===== src/rtl/hog_pkg.sv =====
// -----------------------------------------------------------------------------
// hog_pkg
// Shared definitions for the HOG gradient front end: default pixel, gradient
// and magnitude widths, plus a constant-evaluable clog2 used to size the
// coordinate ports.
// -----------------------------------------------------------------------------
package hog_pkg;

    localparam int DATA_WIDTH_DEFAULT = 8;
    localparam int GRAD_WIDTH_DEFAULT = DATA_WIDTH_DEFAULT + 1;
    localparam int MAG_WIDTH_DEFAULT  = DATA_WIDTH_DEFAULT + 2;

    // Bits needed to hold the values 0..value-1. Never returns 0, so a
    // degenerate one-entry range still yields a legal 1-bit vector.
    function automatic int clog2(input int value);
        int bits;
        int rem;
        bits = 0;
        rem  = value - 1;
        while (rem > 0) begin
            bits = bits + 1;
            rem  = rem >> 1;
        end
        return (bits < 1) ? 1 : bits;
    endfunction

endpackage


===== src/rtl/grad_core.sv =====
// -----------------------------------------------------------------------------
// grad_core
// Purely combinational centred-difference gradient of the 4-pixel centre cross.
//
// Ports:
//   pix_right  in   DATA_WIDTH  P(1,0), newest column of the centre row
//   pix_left   in   DATA_WIDTH  P(1,2), oldest column of the centre row
//   pix_bottom in   DATA_WIDTH  P(0,1), newest row of the centre column
//   pix_top    in   DATA_WIDTH  P(2,1), oldest row of the centre column
//   gx         out  GRAD_WIDTH  signed right - left
//   gy         out  GRAD_WIDTH  signed bottom - top
//   mag        out  MAG_WIDTH   |gx| + |gy|
// -----------------------------------------------------------------------------
module grad_core
    import hog_pkg::*;
#(
    parameter int DATA_WIDTH = DATA_WIDTH_DEFAULT,
    parameter int GRAD_WIDTH = DATA_WIDTH + 1,
    parameter int MAG_WIDTH  = DATA_WIDTH + 2
) (
    input  logic        [DATA_WIDTH-1:0] pix_right,
    input  logic        [DATA_WIDTH-1:0] pix_left,
    input  logic        [DATA_WIDTH-1:0] pix_bottom,
    input  logic        [DATA_WIDTH-1:0] pix_top,
    output logic signed [GRAD_WIDTH-1:0] gx,
    output logic signed [GRAD_WIDTH-1:0] gy,
    output logic        [MAG_WIDTH-1:0]  mag
);

    logic [GRAD_WIDTH-1:0] abs_gx;
    logic [GRAD_WIDTH-1:0] abs_gy;

    // Operands are zero-extended by one bit first, so the difference of two
    // unsigned pixels always fits the signed result without wrapping.
    assign gx = GRAD_WIDTH'(pix_right)  - GRAD_WIDTH'(pix_left);
    assign gy = GRAD_WIDTH'(pix_bottom) - GRAD_WIDTH'(pix_top);

    // The most negative difference is -(2^DATA_WIDTH - 1), so negation never
    // overflows GRAD_WIDTH bits.
    assign abs_gx = gx[GRAD_WIDTH-1] ? $unsigned(-gx) : $unsigned(gx);
    assign abs_gy = gy[GRAD_WIDTH-1] ? $unsigned(-gy) : $unsigned(gy);

    // One extra bit absorbs the carry of the sum; no saturation needed.
    assign mag = MAG_WIDTH'(abs_gx) + MAG_WIDTH'(abs_gy);

endmodule


===== src/rtl/kernel_grad.sv =====
// -----------------------------------------------------------------------------
// kernel_grad
// Consumes 3x3 windows from the line buffer, drops windows that straddle a row
// wrap, and emits HOG centred-difference gradients with output coordinates on a
// two-stage valid/ready pipeline (S1: centre cross + coordinates, S2: results).
//
// Ports:
//   clk       in   1                 clock
//   rst       in   1                 synchronous active-high reset
//   kernel    in   9*DATA_WIDTH      window, P(r,c) at [(r*3+c)*DATA_WIDTH +: DATA_WIDTH]
//   k_valid   in   1                 window valid
//   k_border  in   1                 window straddles a row wrap; consume and discard
//   k_ready   out  1                 window accepted when k_valid && k_ready
//   g_valid   out  1                 gradient output valid
//   g_ready   in   1                 downstream ready
//   gx, gy    out  GRAD_WIDTH        signed gradients
//   mag       out  MAG_WIDTH         |gx| + |gy|
//   g_col     out  clog2(IMG_WIDTH)  output column 0..IMG_WIDTH-3
//   g_row     out  clog2(IMG_HEIGHT) output row 0..IMG_HEIGHT-3
//   g_eol     out  1                 last column of an output row
//   g_eof     out  1                 last output of the frame
// -----------------------------------------------------------------------------
module kernel_grad
    import hog_pkg::*;
#(
    parameter int DATA_WIDTH = DATA_WIDTH_DEFAULT,
    parameter int IMG_WIDTH  = 854,
    parameter int IMG_HEIGHT = 480,
    parameter int GRAD_WIDTH = DATA_WIDTH + 1,
    parameter int MAG_WIDTH  = DATA_WIDTH + 2
) (
    input  logic                               clk,
    input  logic                               rst,
    input  logic        [9*DATA_WIDTH-1:0]     kernel,
    input  logic                               k_valid,
    input  logic                               k_border,
    output logic                               k_ready,
    output logic                               g_valid,
    input  logic                               g_ready,
    output logic signed [GRAD_WIDTH-1:0]       gx,
    output logic signed [GRAD_WIDTH-1:0]       gy,
    output logic        [MAG_WIDTH-1:0]        mag,
    output logic        [clog2(IMG_WIDTH)-1:0] g_col,
    output logic        [clog2(IMG_HEIGHT)-1:0] g_row,
    output logic                               g_eol,
    output logic                               g_eof
);

    localparam int COL_WIDTH = clog2(IMG_WIDTH);
    localparam int ROW_WIDTH = clog2(IMG_HEIGHT);

    // A 3x3 window yields IMG_WIDTH-2 columns and IMG_HEIGHT-2 rows of output.
    localparam logic [COL_WIDTH-1:0] COL_LAST = COL_WIDTH'(IMG_WIDTH - 3);
    localparam logic [ROW_WIDTH-1:0] ROW_LAST = ROW_WIDTH'(IMG_HEIGHT - 3);

    // Centre-cross taps: c=0 is the right (newest) column, r=0 the bottom row.
    logic [DATA_WIDTH-1:0] in_right;
    logic [DATA_WIDTH-1:0] in_left;
    logic [DATA_WIDTH-1:0] in_bottom;
    logic [DATA_WIDTH-1:0] in_top;

    assign in_right  = kernel[(1*3+0)*DATA_WIDTH +: DATA_WIDTH];
    assign in_left   = kernel[(1*3+2)*DATA_WIDTH +: DATA_WIDTH];
    assign in_bottom = kernel[(0*3+1)*DATA_WIDTH +: DATA_WIDTH];
    assign in_top    = kernel[(2*3+1)*DATA_WIDTH +: DATA_WIDTH];

    // ---------------------------------------------------------------- handshake
    logic s1_valid;
    logic s2_adv;
    logic s1_adv;
    logic accept;
    logic take;

    assign s2_adv  = !g_valid || g_ready;
    assign s1_adv  = !s1_valid || s2_adv;
    assign k_ready = s1_adv;
    assign accept  = k_valid && k_ready;
    // Border windows are handshaken away but never enter the pipeline.
    assign take    = accept && !k_border;

    // ----------------------------------------------------- coordinate counters
    logic [COL_WIDTH-1:0] col_cnt;
    logic [ROW_WIDTH-1:0] row_cnt;
    logic [COL_WIDTH-1:0] col_next;
    logic [ROW_WIDTH-1:0] row_next;

    // NOTE: every output of a combinational block gets a default first, so no
    // path leaves it unassigned and no latch is inferred.
    always_comb begin
        col_next = col_cnt + COL_WIDTH'(1);
        row_next = row_cnt;
        if (col_cnt == COL_LAST) begin
            col_next = '0;
            row_next = (row_cnt == ROW_LAST) ? '0 : row_cnt + ROW_WIDTH'(1);
        end
    end

    // NOTE: sequential state uses non-blocking assignments so every register
    // samples pre-edge values regardless of statement order.
    always_ff @(posedge clk) begin
        if (rst) begin
            col_cnt <= '0;
            row_cnt <= '0;
        end else if (take) begin
            col_cnt <= col_next;
            row_cnt <= row_next;
        end
    end

    // ------------------------------------------------------------------ stage 1
    logic [DATA_WIDTH-1:0] s1_right;
    logic [DATA_WIDTH-1:0] s1_left;
    logic [DATA_WIDTH-1:0] s1_bottom;
    logic [DATA_WIDTH-1:0] s1_top;
    logic [COL_WIDTH-1:0]  s1_col;
    logic [ROW_WIDTH-1:0]  s1_row;

    // NOTE: the data registers are reset along with the valids because the
    // outputs are defined to read zero out of reset, not just be ignored.
    always_ff @(posedge clk) begin
        if (rst) begin
            s1_valid  <= 1'b0;
            s1_right  <= '0;
            s1_left   <= '0;
            s1_bottom <= '0;
            s1_top    <= '0;
            s1_col    <= '0;
            s1_row    <= '0;
        end else if (s1_adv) begin
            // A border window (or no window) empties S1 if it was advancing.
            s1_valid <= take;
            if (take) begin
                s1_right  <= in_right;
                s1_left   <= in_left;
                s1_bottom <= in_bottom;
                s1_top    <= in_top;
                s1_col    <= col_cnt;
                s1_row    <= row_cnt;
            end
        end
    end

    // --------------------------------------------------------- gradient core
    logic signed [GRAD_WIDTH-1:0] core_gx;
    logic signed [GRAD_WIDTH-1:0] core_gy;
    logic        [MAG_WIDTH-1:0]  core_mag;

    grad_core #(
        .DATA_WIDTH (DATA_WIDTH),
        .GRAD_WIDTH (GRAD_WIDTH),
        .MAG_WIDTH  (MAG_WIDTH)
    ) u_grad_core (
        .pix_right  (s1_right),
        .pix_left   (s1_left),
        .pix_bottom (s1_bottom),
        .pix_top    (s1_top),
        .gx         (core_gx),
        .gy         (core_gy),
        .mag        (core_mag)
    );

    // ------------------------------------------------------------------ stage 2
    // Outputs only change when S2 advances, so they hold under backpressure.
    always_ff @(posedge clk) begin
        if (rst) begin
            g_valid <= 1'b0;
            gx      <= '0;
            gy      <= '0;
            mag     <= '0;
            g_col   <= '0;
            g_row   <= '0;
            g_eol   <= 1'b0;
            g_eof   <= 1'b0;
        end else if (s2_adv) begin
            g_valid <= s1_valid;
            if (s1_valid) begin
                gx    <= core_gx;
                gy    <= core_gy;
                mag   <= core_mag;
                g_col <= s1_col;
                g_row <= s1_row;
                g_eol <= (s1_col == COL_LAST);
                g_eof <= (s1_col == COL_LAST) && (s1_row == ROW_LAST);
            end
        end
    end

endmodule


===== config.mk =====
export PLATFORM = sky130hd
export DESIGN_NAME = kernel_grad
export DESIGN_NICKNAME = d
export VERILOG_FILES = /design/src/rtl/hog_pkg.sv /design/src/rtl/grad_core.sv /design/src/rtl/kernel_grad.sv
export SDC_FILE = /design/constraint.sdc
export NUM_CORES = 1
export LEC_CHECK = 0
export BUFFER_PORTS_ARGS = -buffer_cell sky130_fd_sc_hd__buf_2
export CAP_MARGIN = 15
export CORE_ASPECT_RATIO = 1.75
export CORE_MARGIN = 2
export CORE_UTILIZATION = 50
export DETAILED_ROUTE_END_ITERATION = 12
export GPL_TIMING_DRIVEN = 0
export PLACE_DENSITY = 0.77
export SLEW_MARGIN = 20
export SYNTH_ARGS = -nofsm -noshare
export SYNTH_HDL_FRONTEND = slang
export SYNTH_HIERARCHICAL = 1
export SYNTH_SLANG_ARGS = --single-unit

===== constraint.sdc =====
create_clock -name clk -period 3.8 [get_ports clk]
set_input_delay 0.76 -clock clk [delete_from_list [all_inputs] [get_ports clk]]
set_output_delay 0.76 -clock clk [all_outputs]
set_load 0.01 [all_outputs]

---- After elaboration in Yosys (flattened, before gate mapping) ----
Index checks and enable logic that the tools add are counted.
storage, ports and cells
  bits of input ports ..................... 77
  register bits ........................... 121
  word-level logic and storage cells ...... 43
  output and inout port bits .............. 51
cells by class
  add/sub/neg operators ................... 7
  muxes and demuxes ....................... 4
  reduce and logical (&&, ||, !) cells .... 11
  equal/unequal tests ..................... 4
operator list
  cell                                                              number
  9-bit 2-to-1 mux                                                  3
  10-bit equality test (second input constant)                      2
  9-bit equality test (second input constant)                       2
  9-bit negator                                                     2
  8-bit by 8-bit subtractor with 9-bit output                       2
  10-bit by 1-bit adder with 10-bit output (second input constant)  1
  9-bit by 9-bit adder with 10-bit output                           1
  10-bit 2-to-1 mux                                                 1
  9-bit by 1-bit adder with 9-bit output (second input constant)    1
  2-bit AND reduction                                               3
  1-bit logical AND                                                 3
  1-bit zero test                                                   3
  1-bit logical OR                                                  2

---- Depth between registers and ports, before layout ----
  word-level depth ........................ 6
  depth in mapped cells ................... 20
  mapped depth without buffers ............ 19

---- Cells and area by module ----
The synthesis kept the hierarchy.
modules (own cells, without submodules)
  module       cells an instance  instances  area an instance (sq um)  seq. area each (sq um)
  kernel_grad  574                1          4586.9                    2422.3
  grad_core    196                1          1508.9                    0.0

---- Least setup slack after synthesis ----
OpenSTA, ideal clock, no wires.
  path type ............................... reg-to-reg
  from .................................... reg s1_right[0]
  to ...................................... reg mag[8]
  buffers on the path ..................... 1
  data required time ...................... 3.730 ns
  period minus slack after synthesis ...... 3.826 ns
  arrival time ............................ 3.755 ns
  setup slack ............................. -0.026 ns
  cell stages (with the launch flop) ...... 20
  setup time .............................. 0.070 ns
  cells stage by stage .................... dfxtp_1 > inv_1 > ha_1 > inv_1 > fa_1 > a211oi_2 > o21ai_1 > a21o_1 > a21o_1 > buf_6 > mux2_1 > fa_1 > a21o_1 > a21oi_1 > nor2b_1 > o21a_1 > o41ai_1 > xnor2_1 > nand2_1 > a21oi_1
between the ends
  cells in the longest elaborated chain, start to end .. 4
RTL lines
  item                                           RTL line            text
  start, declared                                kernel_grad.sv:111  logic [DATA_WIDTH-1:0] s1_right;
  start signal, assigned                         kernel_grad.sv:133  s1_right <= in_right;
  8-bit by 8-bit subtractor with 9-bit output *  grad_core.sv:35     assign gx = GRAD_WIDTH'(pix_right) - GRAD_WIDTH'(pix_left);
  9-bit negator                                  grad_core.sv:40     assign abs_gx = gx[GRAD_WIDTH-1] ? $unsigned(-gx) : $unsigned(gx);
  9-bit 2-to-1 mux *                             grad_core.sv:40
  9-bit by 9-bit adder with 10-bit output *      grad_core.sv:44     assign mag = MAG_WIDTH'(abs_gx) + MAG_WIDTH'(abs_gy);
  named net core_mag[8]                          kernel_grad.sv:146  logic [MAG_WIDTH-1:0] core_mag;
  end signal, assigned                           kernel_grad.sv:179  mag <= core_mag;
  end, declared                                  kernel_grad.sv:42   output logic [MAG_WIDTH-1:0] mag,
Mark *: on every way through the listed nets, which the timed path passes. The rest lies on a longest branch.
A chain may end at the register's enable or synchronous reset.

---- Worst setup path in the final report ----
  from .................................... reg s1_right[0]
  to ...................................... reg mag[9]
The elaborated chain is that of the path after synthesis.

==> results.json <==
{
  "post_route_cells_drive_above_1_share_pct": 22.2,
  "most_common_library_cell_in_the_layout_ignoring_fill_and_taps": "sky130_fd_sc_hd__nand2_1",
  "die_area_sq_um": 13100,
  "cts-buffers-inserted": 17,
  "slew_viol_final": 0,
  "synth-async-reset-ratio_pct": 0,
  "numPlacedInstances": 993,
  "first_pass_iters": 4,
  "chipWidth_um": 87.5,
  "die_h_um": 150,
  "final_setup_violations": 3,
  "worst_reg2reg_endpoint": "mag[9]",
  "yosys_register_bits": 121,
  "wirelength_um": 16200,
  "timing.reg2reg.setup_slack_ns": -0.06,
  "yosys.area.top_type_share_pct": 39.7,
  "failed_checks": "negative setup slack",
  "postLayoutSetupSlackWorst_ns": -0.0633,
  "core_area_sq_um": 11900,
  "hold_depth": 2,
  "synth_edf_count": 0,
  "worst_slew_pin_slew_ns": 0.578,
  "required_ns": 4.08,
  "clk_latency_ns": 0.41,
  "min_period_ns": 3.86,
  "via_count_of_the_first_global_routing_pass": 5595,
  "regToRegStartpoint": "s1_right[0]",
  "nNetsFinal": 999,
  "synthFlopType": "sky130_fd_sc_hd__dfxtp_1",
  "vdd.ir_drop.worst_mv": 0.376,
  "crit_path_start": "s1_right[0]",
  "yosys_warning_count": 6,
  "finClkSkew_ns": 0.00551,
  "synth_fp_nets": 880,
  "io_pins": 128,
  "layout_common_cells": "209 x sky130_fd_sc_hd__nand2_1, 118 x sky130_fd_sc_hd__a21oi_1, 117 x sky130_fd_sc_hd__dfxtp_1",
  "syn-instance-count": 770,
  "num_rows": 53,
  "timing.hold.worst.class": "flip-flop to flip-flop",
  "antenna_found_initial": 0,
  "cts_max_level": 4,
  "avgRoutedWirePerCell_um": 15.6,
  "clockRootBuffer": "sky130_fd_sc_hd__clkbuf_16",
  "avg_synthesized_cell_area_sq_um": 7.92,
  "layout-area-overhead-vs-synth_pct": 24.2,
  "viasPerCell": 5.51,
  "num_vias": 5720,
  "total_standard_cell_area_after_synthesis_sq_um": 6100,
  "power.static_leakage_nw": 3.06,
  "grt_util_all_layers_pct": 25.1,
  "fin_crit_sh_pct": 102,
  "clock_tree_from_tritoncts": "done",
  "pin_count_of_the_biggest_net_entering_global_routing": 17,
  "netlist_top_cells_area": "sky130_fd_sc_hd__dfxtp_1 40%, sky130_fd_sc_hd__nand2_1 13%, sky130_fd_sc_hd__a21oi_1 9.9%",
  "critPathLaunchType": "flip-flop",
  "maxCapViolations": 0,
  "wire_length_of_the_first_global_routing_pass_um": 25600,
  "synth.lib_cells_used.distinct": 66,
  "setup.worst_path.class": "flip-flop to flip-flop",
  "reg2reg_depth": 18,
  "grt_setup_unrepaired": "true",
  "cp_max_fo": 3,
  "drt_iter0_drc": 291,
  "cts_buffer_depth": 2,
  "place.port_buffers": 86,
  "route.antenna.remaining_nets": 0,
  "place.detailed.hpwl_um": 11600,
  "hold_viol": 0,
  "instances_no_fill": 1039,
  "totalNegativeSetupSlack_ns": -0.103,
  "finalWeightedCongestion": 0.875,
  "clk_pin_slew_ns": 0.05,
  "gr-total-overflow": 0,
  "hold-path-endpoint": "gx[3]",
  "outcome": "finished with violations",
  "timing.critical_path.to_type": "flip-flop",
  "relSlewSlack_pct": 61.1,
  "initial_core_util_pct": 51.1,
  "clock.fmax_ghz": 0.259,
  "placement.setup.worst_slack_ns": -0.364,
  "sequential_fraction_of_the_synthesis_area_pct": 39.7,
  "p_per_area_nw_per_um2": 577,
  "source_of_the_worst_hold_timing_path": "gx[3]",
  "antenna-diode-count": 0,
  "cp.arrival_ns": 4.14,
  "cts.sink_count": 121,
  "remaining_drc_errors": 0,
  "synthDominantAreaCellType": "sky130_fd_sc_hd__dfxtp_1"
}
==> kinds of logic (layout without fill, tap and decap cells) <==
kind of cell,after synthesis,count (layout),synth area share (%)
simple gates,324,324,24.5
compound gates,174,174,16.7
flops,121,121,39.7
buf+inv,78,210,5.36
xor+xnor,37,37,6.05
fa+ha+maj,33,33,7.14
mux,3,3,0.534
==> per-layer routing <==
| layer | track usage (%) | vias up | wire length, um |
|---|---|---|---|
| met5 | 0 | - | 0 |
| met4 | 13.8 | 0 | 596 |
| met1 | 24.9 | 2672 | 5830 |
| met2 | 46.9 | 191 | 9020 |
| li1 | - | 2819 | - |
| met3 | 5.18 | 38 | 741 |
==> critical path, cell delays in order, from the launching register on <==
cell                        delay, ns
sky130_fd_sc_hd__dfxtp_2         0.32
sky130_fd_sc_hd__inv_2           0.06
sky130_fd_sc_hd__ha_4            0.12
sky130_fd_sc_hd__inv_2           0.03
sky130_fd_sc_hd__fa_2            0.34
sky130_fd_sc_hd__a211oi_2        0.32
sky130_fd_sc_hd__o21ai_1         0.12
sky130_fd_sc_hd__a21o_1          0.22
sky130_fd_sc_hd__a21o_1          0.24
sky130_fd_sc_hd__mux2_4          0.33
sky130_fd_sc_hd__ha_1            0.32
sky130_fd_sc_hd__a21o_1          0.18
sky130_fd_sc_hd__a21oi_2         0.21
sky130_fd_sc_hd__o21bai_2        0.13
sky130_fd_sc_hd__a2111oi_4       0.41
sky130_fd_sc_hd__buf_4           0.17
sky130_fd_sc_hd__o31ai_1         0.08
sky130_fd_sc_hd__nand2_1         0.07
sky130_fd_sc_hd__a21oi_1         0.06
==> power breakdown <==
part	switching (mW)	total [mW]	internal [mW]
clock	0.548	1.63	1.08
sequential	0.0230	1.34	1.32
combinational	0.768	1.41	0.638
total	1.34	4.37	3.03
==> Yosys cell counts, drive strengths merged (4+ instances only) <==
master    n
nor4      6
or3b      4
nor2b     5
nand2b   12
nand3    10
a31oi     8
o21a      4
nand4b    4
a21o      6
nand2   209
o21ai    13
clkbuf   30
buf      12
inv      35
nand3b    4
nor2     40
a21oi   125
xnor2    19
ha       30
xor2     18
and3      4
nor3      6
dfxtp   121
==> how the worst max path moves through the flow <==
stage,cells after the start,slack [ns],endpoint
after global placement,18,-0.34,mag[7]
after floorplan,19,0.03,mag[7]
after CTS,19,-0.05,mag[8]
after global routing,18,-0.14,mag[9]
final,18,-0.06,mag[9]
after detailed placement,19,-0.36,mag[7]
==> through the flow <==
step / area, sq um / total power [mW] / hold slack, ns / util, %
after CTS: 7490 / 4.18 / 0.451 / 62.7
after floorplan: 6100 / 2.18 / 0.436 / -
final: 7570 / 4.37 / 0.448 / 63.4
after global placement: 6710 / 2.38 / 0.442 / 56.2
after global routing: 7570 / 4.53 / 0.465 / 63.4
after detailed placement: 6710 / 2.40 / 0.444 / 56.2
==> final cells by class <==
type	count	area, sq um
buffer	40	164
clock buffer	24	482
clock inverter	8	118
fill	1019	4360
inverter	36	140
multi-input combinational	571	3510
sequential	121	2430
tap	137	171
timing repair buffer	102	562
==> flip-flops by register name (all words and copies together) (netlist names), 8 cells and up <==
signal     count
s1_right       8
g_row          9
gy             9
s1_bottom      8
s1_row         9
s1_left        8
g_col         10
row_cnt        9
s1_top         8
gx             9
mag           10
col_cnt       10
s1_col        10
==> timing repair <==
action / 4_1_cts / 5_1_grt
endpoints found under the setup margin: 4 / 5
gates resized for setup: 22 / 19
hold buffers: 0 / 0
buffers inserted: 16 / 2
pin swaps: 20 / 24
Note: power is estimated with default switching activity, not from simulation.
